===== config.mk =====
export PLATFORM = sky130hd
export DESIGN_NAME = mem_access_flat
export DESIGN_NICKNAME = d
export VERILOG_FILES = /design/src/rtl/mem_access_if.sv /design/src/rtl/mem_access.sv /design/src/flat_wrapper.sv
export SDC_FILE = /design/constraint.sdc
export NUM_CORES = 1
export LEC_CHECK = 0
export ABC_CLOCK_PERIOD_IN_PS = 2400
export CAP_MARGIN = 30
export CORE_UTILIZATION = 25
export DETAILED_ROUTE_END_ITERATION = 16
export SLEW_MARGIN = 20
export SYNTH_ARGS = -nofsm -noshare
export SYNTH_HDL_FRONTEND = slang
export SYNTH_SLANG_ARGS = --single-unit
export TNS_END_PERCENT = 20

===== constraint.sdc =====
create_clock -name clk -period 2.4 [get_ports clk]
set_input_delay 0.6 -clock clk [delete_from_list [all_inputs] [get_ports clk]]
set_output_delay 0.6 -clock clk [all_outputs]
set_load 0.02 [all_outputs]

===== src/rtl/mem_access_if.sv =====
// mem_access_if -- data-memory bus between the memory-access stage and memory.
//
// Signals:
//   mem_req    request, held high until mem_ack or abort
//   mem_we     1 = store, 0 = load
//   mem_addr   word-aligned byte address
//   mem_be     byte enables, mem_be[3] covers bits [31:24] (byte offset 0)
//   mem_wdata  lane-replicated store data
//   mem_ack    memory completes the outstanding request this cycle
//   mem_rdata  read data, valid together with mem_ack
//
// Modports: master = pipeline stage (drives request), slave = memory.
interface mem_access_if;
    logic        mem_req;
    logic        mem_we;
    logic [31:0] mem_addr;
    logic [3:0]  mem_be;
    logic [31:0] mem_wdata;
    logic        mem_ack;
    logic [31:0] mem_rdata;

    modport master (
        output mem_req, mem_we, mem_addr, mem_be, mem_wdata,
        input  mem_ack, mem_rdata
    );

    modport slave (
        input  mem_req, mem_we, mem_addr, mem_be, mem_wdata,
        output mem_ack, mem_rdata
    );
endinterface


===== src/rtl/mem_access.sv =====
// mem_access -- memory-access pipeline stage downstream of execute.
//
// Loads and stores run one req/ack transaction on the data-memory bus; all
// other operations pass alu_result straight to writeback. Each accepted
// operation yields exactly one single-cycle wb_valid pulse.
//
// Ports:
//   clk, reset        clock (posedge) and asynchronous active-low reset
//   in_valid/in_ready upstream handshake (see below)
//   operation         {funct bits[11:10], funct3[9:7], opcode[6:0]}
//   alu_result        effective address or ALU value
//   store_data        rs2 value for stores
//   rd                destination register
//   bus               data-memory bus (master side)
//   wb_valid/we/rd/data  writeback pulse and payload
//   misaligned        pulses with wb_valid on a misaligned access
//   bus_err           pulses with wb_valid on a bus timeout
//   dbg_state         current FSM state (0 = IDLE, 1 = BUS)
//
// Handshake: an operation transfers on a rising edge where in_valid and
// in_ready are both 1. in_ready is combinational and high exactly in IDLE, so
// upstream stalls while a bus transaction is outstanding. Writeback has no
// ready; the consumer must take wb_valid whenever it pulses. On the bus, the
// request is held with stable addr/we/be/wdata until the edge that samples
// mem_ack=1, or until the wait limit aborts it.
module mem_access #(
    parameter int XLEN     = 32,
    parameter int MAX_WAIT = 15
) (
    input  logic            clk,
    input  logic            reset,
    input  logic            in_valid,
    output logic            in_ready,
    input  logic [11:0]     operation,
    input  logic [XLEN-1:0] alu_result,
    input  logic [XLEN-1:0] store_data,
    input  logic [4:0]      rd,
    mem_access_if.master    bus,
    output logic            wb_valid,
    output logic            wb_we,
    output logic [4:0]      wb_rd,
    output logic [XLEN-1:0] wb_data,
    output logic            misaligned,
    output logic            bus_err,
    output logic [0:0]      dbg_state
);
    localparam logic [0:0] IDLE = 1'b0;
    localparam logic [0:0] BUS  = 1'b1;

    localparam logic [6:0] OPC_LOAD  = 7'b0000011;
    localparam logic [6:0] OPC_STORE = 7'b0100011;

    localparam int CW = $clog2(MAX_WAIT + 1);
    localparam logic [CW-1:0] LAST_WAIT = CW'(MAX_WAIT - 1);

    logic [0:0]    state;
    logic [CW-1:0] wait_cnt;
    logic [2:0]    lat_f3;
    logic          lat_store;
    logic [4:0]    lat_rd;
    logic [1:0]    lat_off;

    // ---------------- request decode ----------------
    logic [6:0]  opcode;
    logic [2:0]  funct3;
    logic [1:0]  off;
    logic        is_load, is_store, mem_opc, mem_op, mis;
    logic [3:0]  be_next;
    logic [31:0] wdata_next;

    assign opcode = operation[6:0];
    assign funct3 = operation[9:7];
    assign off    = alu_result[1:0];

    always_comb begin
        is_load  = 1'b0;
        is_store = 1'b0;
        if (opcode == OPC_LOAD) begin
            case (funct3)
                3'b000, 3'b001, 3'b010, 3'b100, 3'b101: is_load = 1'b1;
                default:                                is_load = 1'b0;
            endcase
        end
        if (opcode == OPC_STORE) begin
            case (funct3)
                3'b000, 3'b001, 3'b010: is_store = 1'b1;
                default:                is_store = 1'b0;
            endcase
        end
    end

    // Memory opcode regardless of funct3: invalid funct3 still writes nothing.
    assign mem_opc = (opcode == OPC_LOAD) || (opcode == OPC_STORE);
    assign mem_op  = is_load || is_store;

    // funct3[1:0] gives the access size for both loads and stores.
    always_comb begin
        mis        = 1'b0;
        be_next    = 4'b1111;
        wdata_next = store_data[31:0];
        case (funct3[1:0])
            2'b00: begin
                be_next    = 4'b1000 >> off;
                wdata_next = {4{store_data[7:0]}};
            end
            2'b01: begin
                mis        = off[0];
                be_next    = off[1] ? 4'b0011 : 4'b1100;
                wdata_next = {2{store_data[15:0]}};
            end
            default: begin
                mis        = (off != 2'b00);
                be_next    = 4'b1111;
                wdata_next = store_data[31:0];
            end
        endcase
    end

    // ---------------- load data extraction ----------------
    logic [7:0]      rbyte;
    logic [15:0]     rhalf;
    logic [XLEN-1:0] load_val;

    always_comb begin
        case (lat_off)
            2'd0:    rbyte = bus.mem_rdata[31:24];
            2'd1:    rbyte = bus.mem_rdata[23:16];
            2'd2:    rbyte = bus.mem_rdata[15:8];
            default: rbyte = bus.mem_rdata[7:0];
        endcase
        rhalf = lat_off[1] ? bus.mem_rdata[15:0] : bus.mem_rdata[31:16];
        case (lat_f3)
            3'b000:  load_val = {{(XLEN-8){rbyte[7]}}, rbyte};
            3'b001:  load_val = {{(XLEN-16){rhalf[15]}}, rhalf};
            3'b100:  load_val = {{(XLEN-8){1'b0}}, rbyte};
            3'b101:  load_val = {{(XLEN-16){1'b0}}, rhalf};
            default: load_val = XLEN'(bus.mem_rdata);
        endcase
    end

    assign in_ready  = (state == IDLE);
    assign dbg_state = state;

    // ---------------- FSM and registered outputs ----------------
    always_ff @(posedge clk or negedge reset) begin
        if (!reset) begin
            state         <= IDLE;
            wait_cnt      <= '0;
            lat_f3        <= '0;
            lat_store     <= 1'b0;
            lat_rd        <= '0;
            lat_off       <= '0;
            bus.mem_req   <= 1'b0;
            bus.mem_we    <= 1'b0;
            bus.mem_addr  <= '0;
            bus.mem_be    <= '0;
            bus.mem_wdata <= '0;
            wb_valid      <= 1'b0;
            wb_we         <= 1'b0;
            wb_rd         <= '0;
            wb_data       <= '0;
            misaligned    <= 1'b0;
            bus_err       <= 1'b0;
        end else begin
            // Pulses default low; payload fields hold their last value.
            wb_valid   <= 1'b0;
            wb_we      <= 1'b0;
            misaligned <= 1'b0;
            bus_err    <= 1'b0;
            case (state)
                IDLE: begin
                    if (in_valid) begin
                        if (mem_op && !mis) begin
                            state         <= BUS;
                            wait_cnt      <= '0;
                            lat_f3        <= funct3;
                            lat_store     <= is_store;
                            lat_rd        <= rd;
                            lat_off       <= off;
                            bus.mem_req   <= 1'b1;
                            bus.mem_we    <= is_store;
                            bus.mem_addr  <= {alu_result[31:2], 2'b00};
                            bus.mem_be    <= be_next;
                            bus.mem_wdata <= wdata_next;
                        end else begin
                            wb_valid   <= 1'b1;
                            wb_rd      <= rd;
                            wb_data    <= alu_result;
                            wb_we      <= !mem_opc && (rd != 5'd0);
                            misaligned <= mem_op && mis;
                        end
                    end
                end
                BUS: begin
                    if (bus.mem_ack) begin
                        state       <= IDLE;
                        bus.mem_req <= 1'b0;
                        wb_valid    <= 1'b1;
                        wb_rd       <= lat_rd;
                        wb_data     <= lat_store ? '0 : load_val;
                        wb_we       <= !lat_store && (lat_rd != 5'd0);
                    end else if (wait_cnt == LAST_WAIT) begin
                        // MAX_WAIT-th cycle without ack: abandon the request.
                        state       <= IDLE;
                        bus.mem_req <= 1'b0;
                        wb_valid    <= 1'b1;
                        wb_rd       <= lat_rd;
                        wb_data     <= '0;
                        bus_err     <= 1'b1;
                    end else begin
                        wait_cnt <= wait_cnt + CW'(1);
                    end
                end
                default: state <= IDLE;
            endcase
        end
    end
endmodule


===== src/flat_wrapper.sv =====
// flat-port wrapper written by rule: the top's interface ports become plain ports
module mem_access_flat 
#(
    parameter int XLEN     = 32,
    parameter int MAX_WAIT = 15
)
  (clk, reset, in_valid, in_ready, operation, alu_result, store_data, rd, wb_valid, wb_we, wb_rd, wb_data, misaligned, bus_err, dbg_state, bus_mem_req, bus_mem_we, bus_mem_addr, bus_mem_be, bus_mem_wdata, bus_mem_ack, bus_mem_rdata);
  mem_access_if bus_i ();
  input  logic clk;
  input  logic reset;
  input  logic in_valid;
  output logic in_ready;
  input  logic [11:0] operation;
  input  logic [XLEN-1:0] alu_result;
  input  logic [XLEN-1:0] store_data;
  input  logic [4:0] rd;
  output logic wb_valid;
  output logic wb_we;
  output logic [4:0] wb_rd;
  output logic [XLEN-1:0] wb_data;
  output logic misaligned;
  output logic bus_err;
  output logic [0:0] dbg_state;
  output wire logic [$bits(bus_i.mem_req)-1:0] bus_mem_req;
  output wire logic [$bits(bus_i.mem_we)-1:0] bus_mem_we;
  output wire logic [$bits(bus_i.mem_addr)-1:0] bus_mem_addr;
  output wire logic [$bits(bus_i.mem_be)-1:0] bus_mem_be;
  output wire logic [$bits(bus_i.mem_wdata)-1:0] bus_mem_wdata;
  input wire logic [$bits(bus_i.mem_ack)-1:0] bus_mem_ack;
  input wire logic [$bits(bus_i.mem_rdata)-1:0] bus_mem_rdata;
  assign bus_mem_req = bus_i.mem_req;
  assign bus_mem_we = bus_i.mem_we;
  assign bus_mem_addr = bus_i.mem_addr;
  assign bus_mem_be = bus_i.mem_be;
  assign bus_mem_wdata = bus_i.mem_wdata;
  assign bus_i.mem_ack = bus_mem_ack;
  assign bus_i.mem_rdata = bus_mem_rdata;
  mem_access #(.XLEN(XLEN), .MAX_WAIT(MAX_WAIT)) u_core (.clk(clk), .reset(reset), .in_valid(in_valid), .in_ready(in_ready), .operation(operation), .alu_result(alu_result), .store_data(store_data), .rd(rd), .bus(bus_i), .wb_valid(wb_valid), .wb_we(wb_we), .wb_rd(wb_rd), .wb_data(wb_data), .misaligned(misaligned), .bus_err(bus_err), .dbg_state(dbg_state));
endmodule

**Word-level counts from Yosys, hierarchy flattened**

Index checks and enable logic that the tools add are counted.

- Register bits: 124
- Bits in latches: 0
- RAM bits: 0
- ROM bits: 0
- Input bits: 117
- Output and inout port bits: 113
- Memories: 0

- Add/sub/neg operators: 1
- Multiply operators: 0
- Divide/modulo/power cells: 0
- Order comparisons: 0
- Equality and inequality tests: 19
- Shifts and indexed selects: 1
- Multiplexer cells: 51
- Bitwise gates (word level): 1
- Reduce and logical (&&, ||, !) cells: 22

Operators by type and width:

| operator | count |
|---|---|
| 32-bit two-way mux | 5 |
| 32-bit case mux with 2 select lines | 2 |
| 32-bit case mux with 4 select lines | 1 |
| 1-bit two-way mux | 24 |
| 8-bit case mux with 3 select lines | 1 |
| 4-bit two-way mux | 5 |
| 5-bit two-way mux | 4 |
| 16-bit two-way mux | 1 |
| 4-bit case mux with 2 select lines | 2 |
| 3-bit == test, second input constant | 4 |
| 1-bit case mux with 2 select lines | 5 |
| 5-bit case mux with 2 select lines | 1 |
| 5-bit nonzero test | 2 |
| 3-bit AND reduction | 3 |
| 2-bit != test, second input constant | 4 |
| 7-bit by 2-bit == test with 1-bit output, second input constant | 1 |
| 7-bit by 6-bit == test with 1-bit output, second input constant | 1 |
| 3-bit by 1-bit == test with 1-bit output, second input constant | 2 |
| 3-bit zero test | 2 |
| 5-bit OR reduction | 1 |
| 4-bit by 1-bit adder with 4-bit output, second input constant | 1 |
| 2-bit by 1-bit == test with 1-bit output, second input constant | 2 |
| 4-bit == test, second input constant | 1 |
| 1-bit logical AND | 4 |
| 12 further kinds | 16 |

**Longest topological paths before layout**

- Depth after elaboration: 9
- Gate-level depth with buffers: 8
- Gate-level depth less buffers: 7

**Worst setup path after synthesis**

OpenSTA, ideal clock, no wires.

- Path kind: input -> register
- From: input operation[7]
- To: register u_core.bus.mem_addr[10]
- Library setup time: 125 ps
- Data arrival time: 1995 ps
- Slack: 280 ps
- Stages on the path: 7
- Path buffers: 3
- Cells stage by stage: clkbuf_1 -> o21ai_1 -> nand4b_1 -> or3_4 -> buf_6 -> buf_6 -> mux2_4

- Word-level cells in the longest chain between the ends: 7

Ends and longest elaborated chain:

| item | line | source |
|---|---|---|
| start: declaration | flat_wrapper.sv:13 | `input logic [11:0] operation;` |
| 3-bit == test, or another cell as far along | mem_access.sv:79 | `case (funct3)` |
| 5-bit OR reduction or 3-bit OR reduction (tied branches) | mem_access.sv:79, mem_access.sv:85 |  |
| 1-bit two-way mux, on equally long branches | mem_access.sv:79, mem_access.sv:85 |  |
| 1-bit two-way mux, on equally long branches | mem_access.sv:78, mem_access.sv:84 |  |
| 1-bit logical OR | mem_access.sv:94 | `assign mem_op = is_load \|\| is_store;` |
| 1-bit logical AND (*) | mem_access.sv:173 | `if (mem_op && !mis) begin` |
| 3-bit AND reduction (no source line) (*) | - |  |
| end signal: assignment | mem_access.sv:182 | `bus.mem_addr <= {alu_result[31:2], 2'b00};` |
| end: declaration | mem_access_if.sv:23 | `output mem_req, mem_we, mem_addr, mem_be, mem_wdata,` |

Mark *: on every way between the ends. The rest lies on a longest branch, timed or not.
A chain may end at the register's enable or synchronous reset.

**Worst setup path in the final report**

- From: input operation[3]
- To: register u_core.bus.mem_be[3]

- Word-level cells in the longest chain between the ends: 5

Ends and longest elaborated chain:

| item | line | source |
|---|---|---|
| 7-bit by 2-bit == test with 1-bit output or 7-bit by 6-bit == test with 1-bit output (tied branches) | mem_access.sv:78, mem_access.sv:84 |  |
| 1-bit two-way mux, on equally long branches | mem_access.sv:78, mem_access.sv:84 |  |
| 1-bit logical OR (*) | mem_access.sv:94 |  |
| 1-bit logical AND (*) | mem_access.sv:173 |  |
| 3-bit AND reduction (no source line) (*) | - |  |
| end signal: assignment | mem_access.sv:183 | `bus.mem_be <= be_next;` |
| end: declaration | mem_access_if.sv:23 |  |

Marked as above.

==> impl_metrics.tcl <==
set metrics [dict create \
    synth-seq-cells 124 \
    p_leak_uw 0.00419 \
    synth_top_area_frac 0.508 \
    slew-limit-headroom 0.547 \
    startpoint "operation[3]" \
    grt_max_degree 67 \
    end_kind "flip-flop" \
    grt_use_met3 0.0667 \
    status "completed" \
    crit_slowest_cell "clkdlybuf4s50_1" \
    antenna_found_initial 0 \
    track_usage 0.171 \
    via_per_inst 4.65 \
    reg2reg_from "u_core.lat_off[0]$_DFFE_PN0P_" \
    async_flop_share 1.00 \
    clk_latency_ps 420 \
    yosys.area.top_type "dfrtp_1" \
    dr.pass1.iters 4 \
    io-pin-count 230 \
    coreArea_um2 23800 \
    timing.rr.end "u_core.wb_data[31]$_DFFE_PN0P_" \
    critPathMaxFanout 65 \
    grt_overflow 0 \
    area_growth_pct 56.5 \
    port_buffers 225 \
    synth_cell_type_count 47 \
    initial_core_util 0.257 \
    ys_seq_area_frac 0.508 \
    clock_path_buffers 2 \
    ctsResizeCount 0 \
    power.density_nw_per_um2 646 \
    fin_cells 1124 \
    tightest_slew_ps 679 \
    h-tree-depth 4 \
    dp_hpwl_um 15000 \
    drc 0 \
    cap_viol_max_count 0 \
    period_share 0.952 \
    min_path_type "reg -> reg" \
    dr.first_iter.drc_count 195 \
    timing.hold.ws_ps 476 \
    cts_sinks 124 \
    crit_required_ps 2690 \
    setup-violations-final 0 \
    r2r_setup_slack_ps 440 \
    rows 56 \
    crit_end "u_core.bus.mem_be[3]$_DFFE_PN0P_" \
    synth_edf_count 0 \
    grt_pass1_wl_um 31600 \
    rsz0062_at_grt "no" \
    reg2regPathDepth 6 \
    grt-busiest-layer "met2" \
    gp_congestion 0.803 \
    grt_pass1_vias 5413 \
    worstSetupPathType "in -> reg" \
    hold_viol 0 \
    cp_cell_sequence "clkdlybuf4s50_1 -> nor4_2 -> nand4b_1 -> or3_4 -> buf_12 -> buf_4 -> nand2_1 -> o21ai_0" \
    met1_usage 0.210 \
    peakVddDrop_mv 0.401 \
    layout-drive-gt1-share 0.173 \
    numCtsBuffers 17 \
    num_antenna_cells 0 \
    worst_clock_skew_ps 7.99 \
    met2_usage 0.272 \
    mostFrequentLayoutCells "224 x clkdlybuf4s50_1, 124 x dfrtp_1, 65 x o21ai_0" \
    vias 5230 \
    synth_area_leaders "dfrtp_1 51%, mux2_4 7.4%, mux2i_1 6.4%" \
    die_h_um 158 \
    cpPeakStageDelay_ps 410 \
    clkTransAtPathRegs_ps 60 \
    crit_arrival_ps 2570 \
    dieArea_um2 25100 \
    nFillCells 2318 \
    totalWireLength_um 20700 \
    synth_area_per_cell_um2 11.2 \
    yosys_warnings 0 \
    fin_crit_ps 2280 \
    min_path_cells 2 \
    placedCellCount 1091 \
    cts_tree "done" \
    drv_slew 0 \
    nNetsFinal 911 \
    synthFlopType "dfrtp_1" \
    clockRootBuffer "clkbuf_16" \
    final_common_cell "clkdlybuf4s50_1" \
    die_w_um 158 \
    detail-route-antenna-nets 0 \
    netlist_area_um2 6110 \
    start_kind "primary input" \
    post_drt_wl_per_cell_um 18.4 \
    max_clock_freq_mhz 438 \
    syn_inst 548 \
]
## power by group
group | internal (uW) | leakage (uW) | switching [uW] | total (uW)
logic | 597 | 0.00228 | 526 | 1120
clock network | 1700 | 0.000293 | 1030 | 2730
registers | 2230 | 0.00162 | 86.9 | 2320
## flip-flops by register name (all words and copies together) (netlist names)
name	cells
u_core.bus.mem_we	1
u_core.lat_off	2
u_core.bus_err	1
u_core.bus.mem_wdata	32
u_core.bus.mem_req	1
u_core.wb_rd	5
u_core.wb_we	1
u_core.bus.mem_be	4
u_core.wait_cnt	4
u_core.lat_rd	5
u_core.dbg_state	1
u_core.lat_f3	3
u_core.wb_data	32
u_core.bus.mem_addr	30
u_core.wb_valid	1
u_core.misaligned	1
## worst min-delay path by stage
stage / slack, ps / end / startpoint
4_1_cts: 480 / u_core.bus.mem_wdata[29]$_DFFE_PN0P_ / u_core.bus.mem_wdata[29]$_DFFE_PN0P_
2_1_floorplan: 300 / u_core.bus.mem_addr[10]$_DFFE_PN0P_ / reset
3_3_place_gp: 390 / u_core.bus.mem_addr[13]$_DFFE_PN0P_ / reset
5_1_grt: 500 / u_core.wb_data[13]$_DFFE_PN0P_ / u_core.wb_data[13]$_DFFE_PN0P_
6_report: 480 / u_core.bus.mem_wdata[26]$_DFFE_PN0P_ / u_core.bus.mem_wdata[26]$_DFFE_PN0P_
3_5_place_dp: 390 / u_core.bus.mem_addr[13]$_DFFE_PN0P_ / reset
## layer usage
layer	vias to the layer above	share of wire
li1	2466	-
met5	-	0
met4	0	0.018
met3	26	0.094
met2	224	0.45
met1	2514	0.44
## stage by stage
step / TNS, ps / power, uW / setup slack [ps] / util / area (um2)
after floorplan: 0 / 2820 / 280 / - / 6110
after global placement: -22190 / 3480 / -278 / 0.376 / 8930
after detailed placement: -23680 / 3490 / -295 / 0.376 / 8930
after CTS: 0 / 6260 / 107 / 0.403 / 9560
after global routing: 0 / 6450 / 42.7 / 0.403 / 9560
final: 0 / 6170 / 116 / 0.403 / 9560
## Yosys cell counts (2+ instances only)
cell       instances
a22oi_1            7
mux2_2            27
o2bb2ai_1         17
or4_1              2
a31o_2             2
buf_4              2
ha_1               2
nor2_1            21
mux2i_1           39
mux2_4            30
o22ai_1            8
a31oi_1            7
nand2b_1           2
o21ai_0           65
nand2_1           62
mux2_1             6
buf_2              5
nor2b_1            9
dfrtp_1          124
a21oi_1           22
buf_1              2
a2bb2oi_1          8
clkbuf_1          26
nand4b_1           2
buf_6              6
nor3_1             9
inv_1              5
nand3_1            6
o221ai_1           7
## cell type report
type                       count  area, um2  share of cell area
tap                          319        399              0.0417
multi-input combinational    377       2770               0.290
clock inverter                12        161              0.0169
clock buffer                  20        457              0.0478
sequential                   124       3100               0.324
timing repair buffer         265       2640               0.276
inverter                       7       26.3             0.00275
## cell families (layout without fill, tap and decap cells)
logic type                 count (synthesis)  in the layout  synth area share
AOI/OAI and AO/OA                        149            149             0.152
DFF                                      124            124             0.508
and+or+nand+nor                          121            121            0.0940
muxes                                    103            103             0.202
buffers and inverters                     48            304            0.0391
adders and majority gates                  2              2           0.00409
other                                      1              2          0.000614
## critical path, delay by kind of cell
kind,cells,cell delay (ps)
AO/OA/AOI/OAI,1,80
buffers and inverters,3,840
AND/OR/NAND/NOR,4,1030
## timing repair
action / in CTS / in global routing
setup buffers: 0 / 0
endpoints found under the hold margin: 1 / 0
hold buffers: 1 / 0
Power figures use the tool's default switching activity.
